<file path="src/rtl/fir_pkg.sv">
// -----------------------------------------------------------------------------
// fir_pkg
//   Constants and types shared by the FIR coefficient loader, its tap bank and
//   the FIR datapath that consumes the active taps.
//
//   TAP_WIDTH   : bits per coefficient (signed two's complement)
//   TAP_COUNT   : taps per frame (must be >= 2)
//   DEFAULT_TAP : value every active tap takes while in reset
//   tap_idx_t   : index into the tap bank, wide enough for TAP_COUNT-1
//   loader_state_t : loader FSM states
// -----------------------------------------------------------------------------
package fir_pkg;

  localparam int TAP_WIDTH = 16;
  localparam int TAP_COUNT = 50;
  localparam logic [TAP_WIDTH-1:0] DEFAULT_TAP = 16'h0021;

  localparam int IDX_WIDTH = $clog2(TAP_COUNT);

  typedef logic [IDX_WIDTH-1:0] tap_idx_t;

  typedef enum logic [1:0] {
    ST_IDLE      = 2'd0,
    ST_LOAD      = 2'd1,
    ST_WAIT_SWAP = 2'd2
  } loader_state_t;

endpackage

</file>
<file path="src/rtl/fir_tap_bank.sv">
// -----------------------------------------------------------------------------
// fir_tap_bank
//   Shadow/active register pair for the FIR taps. The shadow bank is written one
//   tap at a time by the loader; the active bank is replaced by the whole shadow
//   bank in a single edge when swap is asserted, so downstream logic never sees
//   a partially written tap set.
//
//   Ports
//     clk       : clock, rising edge
//     reset_n   : asynchronous active-low reset (shadow = 0, active = RESET_VAL)
//     wr_en     : write wr_data into shadow[wr_idx]
//     wr_idx    : shadow tap index
//     wr_data   : coefficient value, stored bit-exact
//     swap      : copy the full shadow bank into the active bank
//     taps_flat : active taps, tap k at [k*WIDTH +: WIDTH]
// -----------------------------------------------------------------------------
module fir_tap_bank #(
  parameter int                WIDTH     = fir_pkg::TAP_WIDTH,
  parameter int                COUNT     = fir_pkg::TAP_COUNT,
  parameter logic [WIDTH-1:0]  RESET_VAL = fir_pkg::DEFAULT_TAP
) (
  input  logic                     clk,
  input  logic                     reset_n,
  input  logic                     wr_en,
  input  logic [$clog2(COUNT)-1:0] wr_idx,
  input  logic [WIDTH-1:0]         wr_data,
  input  logic                     swap,
  output logic [COUNT*WIDTH-1:0]   taps_flat
);

  logic [WIDTH-1:0] shadow [COUNT];
  logic [WIDTH-1:0] active [COUNT];

  always_ff @(posedge clk or negedge reset_n) begin
    if (!reset_n) begin
      for (int k = 0; k < COUNT; k++) begin
        shadow[k] <= '0;
        active[k] <= RESET_VAL;
      end
    end else begin
      if (wr_en) begin
        shadow[wr_idx] <= wr_data;
      end
      // The loader never writes and swaps in the same cycle (it is not
      // accepting beats while waiting for the swap), so reading the shadow
      // here always sees a complete frame.
      if (swap) begin
        for (int k = 0; k < COUNT; k++) begin
          active[k] <= shadow[k];
        end
      end
    end
  end

  always_comb begin
    taps_flat = '0;
    for (int k = 0; k < COUNT; k++) begin
      taps_flat[k*WIDTH +: WIDTH] = active[k];
    end
  end

endmodule

</file>
<file path="src/rtl/fir_coeff_loader.sv">
// -----------------------------------------------------------------------------
// fir_coeff_loader
//   Writer side of the FIR tap bank. Receives a framed coefficient stream,
//   checks that each frame carries exactly TAP_COUNT beats, and hands a
//   complete frame to the active bank only on a filter sample boundary.
//
//   Handshake: a beat transfers on a rising edge where coef_valid and
//   coef_ready are both high. coef_ready is a registered decode of the next
//   state (high in IDLE/LOAD, low in WAIT_SWAP) and never depends
//   combinationally on coef_valid. The source holds data/last stable while
//   valid is high and ready is low.
//
//   Ports
//     clk, reset_n  : clock (rising edge), asynchronous active-low reset
//     coef_valid    : beat valid
//     coef_ready    : loader can accept a beat
//     coef_data     : coefficient; beat k of a frame targets tap k
//     coef_last     : final beat of a frame
//     load_abort    : synchronous abort of the frame in progress
//     sample_strobe : one-cycle pulse at each filter sample boundary
//     taps_flat     : active taps, tap k at [k*TAP_WIDTH +: TAP_WIDTH]
//     taps_update   : one-cycle pulse, active bank has just changed
//     load_error    : one-cycle pulse, frame rejected (short or long)
//     busy          : high while in LOAD or WAIT_SWAP
//     dbg_state     : current FSM state, for observation only
// -----------------------------------------------------------------------------
module fir_coeff_loader
  import fir_pkg::*;
(
  input  logic                             clk,
  input  logic                             reset_n,
  input  logic                             coef_valid,
  output logic                             coef_ready,
  input  logic [TAP_WIDTH-1:0]             coef_data,
  input  logic                             coef_last,
  input  logic                             load_abort,
  input  logic                             sample_strobe,
  output logic [TAP_COUNT*TAP_WIDTH-1:0]   taps_flat,
  output logic                             taps_update,
  output logic                             load_error,
  output logic                             busy,
  output loader_state_t                    dbg_state
);

  localparam tap_idx_t LAST_IDX = tap_idx_t'(TAP_COUNT - 1);

  loader_state_t state_q;
  loader_state_t state_d;
  tap_idx_t      index_q;
  tap_idx_t      index_d;
  logic          ready_q;
  logic          update_q;
  logic          error_q;

  logic          accept;
  logic          shadow_we;
  tap_idx_t      shadow_idx;
  logic          swap;
  logic          error_d;

  assign accept = coef_valid && ready_q;

  // ---------------------------------------------------------------------------
  // State register, index counter and registered pulses
  // ---------------------------------------------------------------------------
  always_ff @(posedge clk or negedge reset_n) begin
    if (!reset_n) begin
      state_q  <= ST_IDLE;
      index_q  <= '0;
      ready_q  <= 1'b1;
      update_q <= 1'b0;
      error_q  <= 1'b0;
    end else begin
      state_q  <= state_d;
      index_q  <= index_d;
      ready_q  <= (state_d != ST_WAIT_SWAP);
      update_q <= swap;
      error_q  <= error_d;
    end
  end

  // ---------------------------------------------------------------------------
  // Next-state logic. Abort overrides everything; in IDLE it lands on the
  // state we are already in, which makes it a no-op there.
  // ---------------------------------------------------------------------------
  always_comb begin
    state_d = state_q;
    index_d = index_q;
    if (load_abort) begin
      state_d = ST_IDLE;
      index_d = '0;
    end else begin
      case (state_q)
        ST_IDLE: begin
          if (accept) begin
            if (coef_last) begin
              // One-beat frame is always short since TAP_COUNT >= 2.
              state_d = ST_IDLE;
              index_d = '0;
            end else begin
              state_d = ST_LOAD;
              index_d = tap_idx_t'(1);
            end
          end
        end
        ST_LOAD: begin
          if (accept) begin
            if (coef_last && (index_q == LAST_IDX)) begin
              state_d = ST_WAIT_SWAP;
              index_d = '0;
            end else if (coef_last || (index_q == LAST_IDX)) begin
              // Short frame (last too early) or long frame (no last on the
              // final tap): drop the frame, the next beat starts a new one.
              state_d = ST_IDLE;
              index_d = '0;
            end else begin
              index_d = index_q + tap_idx_t'(1);
            end
          end
        end
        ST_WAIT_SWAP: begin
          if (sample_strobe) begin
            state_d = ST_IDLE;
            index_d = '0;
          end
        end
        default: begin
          state_d = ST_IDLE;
          index_d = '0;
        end
      endcase
    end
  end

  // ---------------------------------------------------------------------------
  // Output decode: shadow write strobe, swap strobe and error cause.
  // ---------------------------------------------------------------------------
  always_comb begin
    shadow_we  = 1'b0;
    shadow_idx = index_q;
    swap       = 1'b0;
    error_d    = 1'b0;
    if (!load_abort) begin
      case (state_q)
        ST_IDLE: begin
          if (accept) begin
            shadow_we  = 1'b1;
            shadow_idx = '0;
            error_d    = coef_last;
          end
        end
        ST_LOAD: begin
          if (accept) begin
            shadow_we = 1'b1;
            error_d   = coef_last ? (index_q != LAST_IDX) : (index_q == LAST_IDX);
          end
        end
        ST_WAIT_SWAP: begin
          swap = sample_strobe;
        end
        default: begin
          swap = 1'b0;
        end
      endcase
    end
  end

  fir_tap_bank #(
    .WIDTH     (TAP_WIDTH),
    .COUNT     (TAP_COUNT),
    .RESET_VAL (DEFAULT_TAP)
  ) u_tap_bank (
    .clk       (clk),
    .reset_n   (reset_n),
    .wr_en     (shadow_we),
    .wr_idx    (shadow_idx),
    .wr_data   (coef_data),
    .swap      (swap),
    .taps_flat (taps_flat)
  );

  assign coef_ready  = ready_q;
  assign taps_update = update_q;
  assign load_error  = error_q;
  assign busy        = (state_q == ST_LOAD) || (state_q == ST_WAIT_SWAP);
  assign dbg_state   = state_q;

endmodule
</file>
<file path="config.mk">
export PLATFORM = sky130hd
export DESIGN_NAME = fir_coeff_loader
export DESIGN_NICKNAME = d
export VERILOG_FILES = /design/src/rtl/fir_pkg.sv /design/src/rtl/fir_tap_bank.sv /design/src/rtl/fir_coeff_loader.sv
export SDC_FILE = /design/constraint.sdc
export NUM_CORES = 2
export LEC_CHECK = 0
export ABC_CLOCK_PERIOD_IN_PS = 5300
export CORE_ASPECT_RATIO = 0.5
export CORE_MARGIN = 2
export CORE_UTILIZATION = 40
export DETAILED_ROUTE_END_ITERATION = 12
export GPL_ROUTABILITY_DRIVEN = 0
export PLACE_DENSITY = 0.66
export SKIP_CTS_REPAIR_TIMING = 1
export SKIP_LAST_GASP = 1
export SYNTH_ARGS = -nofsm -noshare
export SYNTH_HDL_FRONTEND = slang
export SYNTH_SLANG_ARGS = --single-unit
export TNS_END_PERCENT = 50
</file>
<file path="constraint.sdc">
create_clock -name clk -period 5.3 [get_ports clk]
set_input_delay 0.795 -clock clk [delete_from_list [all_inputs] [get_ports clk]]
set_output_delay 0.795 -clock clk [all_outputs]
set_load 0.02 [all_outputs]
</file>
==> impl_results.md <==
- Ys flop type: dfrtp_1
- CP cell instances: inv_1, ha_1, or4b_4, nor3_1, nand2_1, mux2_2
- P_sw: 5.260 mW
- Placed Area: 0.07110 sq mm
- Max-slew violation count: 0
- First-pass GRT wire length: 271,800 microns
- Largest net degree at the start of global routing: 215
- Share of layout cells above drive strength 1: 20.00%
- Power share of the combinational group: 2.4%
- R2R Path End: u_tap_bank.shadow[605]
- FF+latch area: 0.04044 sq mm
- Aggregate routed wire length: 185,600 microns
- Vias in the first global route: 40,980
- DIE AREA: 0.1553 sq mm
- Setup Skew: 0.05901 ns
- Period Utilization, post-route: 68.90%
- Layout Cells excl Fill: 8,159
- Clock Sink Count: 1,611
- #FFs+latches synth: 1,611
- Dpl cells: 7,875
- Clock Latency Late Sink: 0.78 ns
- Metal3 WL: 7880 microns
- Hold slack final: 0.01585 ns
- Die X: 555.3 microns
- Core Util, Final: 50.29%
- Die height: 279.7 microns
- Rel. slew slack: 21.18%
- Core ar.: 0.1513 sq mm
- Mapped Nets: 5,322
- Worst Setup Slack, final: 1.648 ns
- Avg Cell Area, Syn: 11.49 sq um
- Leakage Power: 39.36 nW
- Peak Freq: 273.9 MHz
- Final hold viol count: 0
- GRT Overall Usage: 23.62%
- Deepest clock path buffer count: 4
- Clock transition at path regs: 0.07 ns
- Fin area: 0.07607 sq mm
- Reg2Reg Setup Slack: 1.65 ns
- Worst setup startpoint: dbg_state[0]
- Pwr Total: 23.88 mW
- Residual overflow from global routing: 0
- Critical Path RT: 5.93 ns
- Clock network power share: 45.9%
- Async S/R FF share, synth: 100.0%
- IO Count: 828
- VDD IR max: 0.0002043 V
- Startpoint types: flop
- CTS H-tree depth: 4
- CP max FO: 16
- Initial Utilization: 40.19%
- Mean routed wirelength per cell: 22.75 microns
- DRC Markers: 0
- Sw Ratio: 22.03%
- Worst path slowest cell: nor3_1
- Tightest Hold Check Type: in -> async
- Post-synth EDFFs: 0
- 1st-iter DRT viols: 3,592
- Worst r2r src: dbg_state[0]
- Top sig layer: met4
- Root Buffer: clkbuf_16
- CP max stage delay: 0.80 ns
- Multi-input combinational cell area: 0.01904 sq mm
- R2r worst-path depth: 6
- Vias: 41,210
- DP HPWL: 116,200 microns
- Post-route ant nets: 0
- M1 WL: 73,620 microns
- Mapped Area: 0.06079 sq mm
- Final #Nets: 6,054
- Yosys cell types: 53
- DRT Pass-1 Iters: 5
- WP data arrival: 4.28 ns
- Gate count of the mapped netlist: 5,292
- Antenna violations before repair: 14
- Part of the power in registers: 51.7%
- Row count: 101
- Worst slack at placement: 1.060 ns
- Status: complete, no violations
- Time the worst path needs with I/O delays and setup: 3.652 ns
- Sequential area share after synthesis: 66.52%
- Clock buffer count from CTS: 155
- Max Cap Viol: 0
- Yosys warning count: 0
- Setup TNS: 0 ns
- Port bufs: 827
- Power per cell area: 313.9 mW/mm^2
- Vias per cell: 5.051
- Setup Viol. Count Final: 0
- CP endpoint: u_tap_bank.shadow[605]
- P_int: 18.62 mW
- Worst-margin pin slew: 1.182 ns
- Met2 wire len: 92,600 microns
- CP endpoint kind: flop
- CTS tree: built
- CP Class: reg -> reg
- Area grow syn2layout: 25.13%
- RSZ-0062 raised after global routing: no
- Fill count: 13,400
flip-flops by register name (all words and copies together), names as in the netlist:
register              flops
coef_ready                1
dbg_state                 2
index_q                   6
load_error                1
taps_update               1
u_tap_bank.shadow       800
u_tap_bank.taps_flat    800
kinds of logic (layout without fill, tap and decap cells):
family / after synthesis / after routing / share of synthesized area [%]
compound gates: 21 / 21 / 0.2120
fa+ha+maj: 8 / 8 / 0.1647
buf+inv: 337 / 1189 / 2.229
flops: 1611 / 1611 / 66.52
mux: 800 / 800 / 14.88
other cells: 0 / 7 / 0
simple gates: 2515 / 2515 / 15.99
power groups by stage:
stage | Clock (mW) | Sequential, mW | Combinational [mW]
floorplan | 0 | 12.6 | 0.113
CTS | 11.2 | 12.3 | 0.583
global route | 11.7 | 12.3 | 0.622
finish | 11.0 | 12.3 | 0.564
detailed placement | 0 | 12.6 | 0.583
global placement | 0 | 12.6 | 0.583
worst min path at each step:
stage	from	end	depth (start not counted)
2_1_floorplan	u_tap_bank.shadow[681]	u_tap_bank.taps_flat[121]	2
3_3_place_gp	u_tap_bank.shadow[621]	u_tap_bank.taps_flat[189]	2
3_5_place_dp	u_tap_bank.shadow[659]	u_tap_bank.taps_flat[131]	2
4_1_cts	reset_n	u_tap_bank.taps_flat[302]	1
5_1_grt	reset_n	u_tap_bank.taps_flat[302]	1
6_report	reset_n	u_tap_bank.taps_flat[236]	1
Yosys cell counts, types with 4 or more instances:
cell | instances | share of area [%]
nand2_1 | 2435 | 15
nor2_2 | 4 | 0.041
clkbuf_1 | 290 | 1.8
nand3_1 | 5 | 0.041
mux2_4 | 10 | 0.25
mux2_1 | 15 | 0.28
buf_4 | 7 | 0.086
mux2_2 | 775 | 14
nor2_4 | 4 | 0.074
nor2_1 | 10 | 0.062
dfrtp_1 | 1510 | 62
a21oi_1 | 5 | 0.041
nand2b_1 | 4 | 0.041
nor3_1 | 8 | 0.066
ha_1 | 8 | 0.16
dfstp_2 | 101 | 4.4
buf_2 | 30 | 0.25
inv_1 | 6 | 0.037
and2_1 | 5 | 0.051
o21ai_0 | 6 | 0.049
nand3b_1 | 4 | 0.049
nor2b_1 | 7 | 0.072
layout make-up:
type / instances / area share (%)
Antenna cell: 7 / 0.02303
Clock buffer: 244 / 6.086
Clock inverter: 33 / 0.4194
Inverter: 7 / 0.04441
Multi-Input combinational cell: 3344 / 25.03
Sequential cell: 1611 / 53.16
Tap cell: 2008 / 3.303
Timing Repair Buffer: 905 / 11.94
layout by cell type, fill, tap and decap left out, types with 7 or more instances in the layout:
master           Yosys  final
clkdlybuf4s50_1      0    810
nand2_1           2435   2435
mux2_1              15     15
buf_12               0     20
nor2b_1              7      7
ha_1                 8      8
clkbuf_16            0    160
clkinv_2             0     16
clkbuf_8             0     31
dfrtp_1           1510   1510
nor2_1              10      9
mux2_2             775    775
dfstp_2            101    101
buf_4                7     69
diode_2              0      7
clkbuf_1           290     53
mux2_4              10     10
worst max-delay path, delay by kind of cell, from the launching register on:
family | cells | cell delay, ns
adders and majority gates | 1 | 0.31
buffers and inverters | 1 | 0.10
and+or+nand+nor | 3 | 2.15
DFF | 1 | 0.42
muxes | 1 | 0.49
per-layer routing:
metal	vias up	track usage, %
li1	18300	-
met1	21440	29.45
met2	1052	39.88
met3	420	3.136
met4	0	13.27
met5	-	0
No activity file was read; power rests on OpenSTA's default activity.
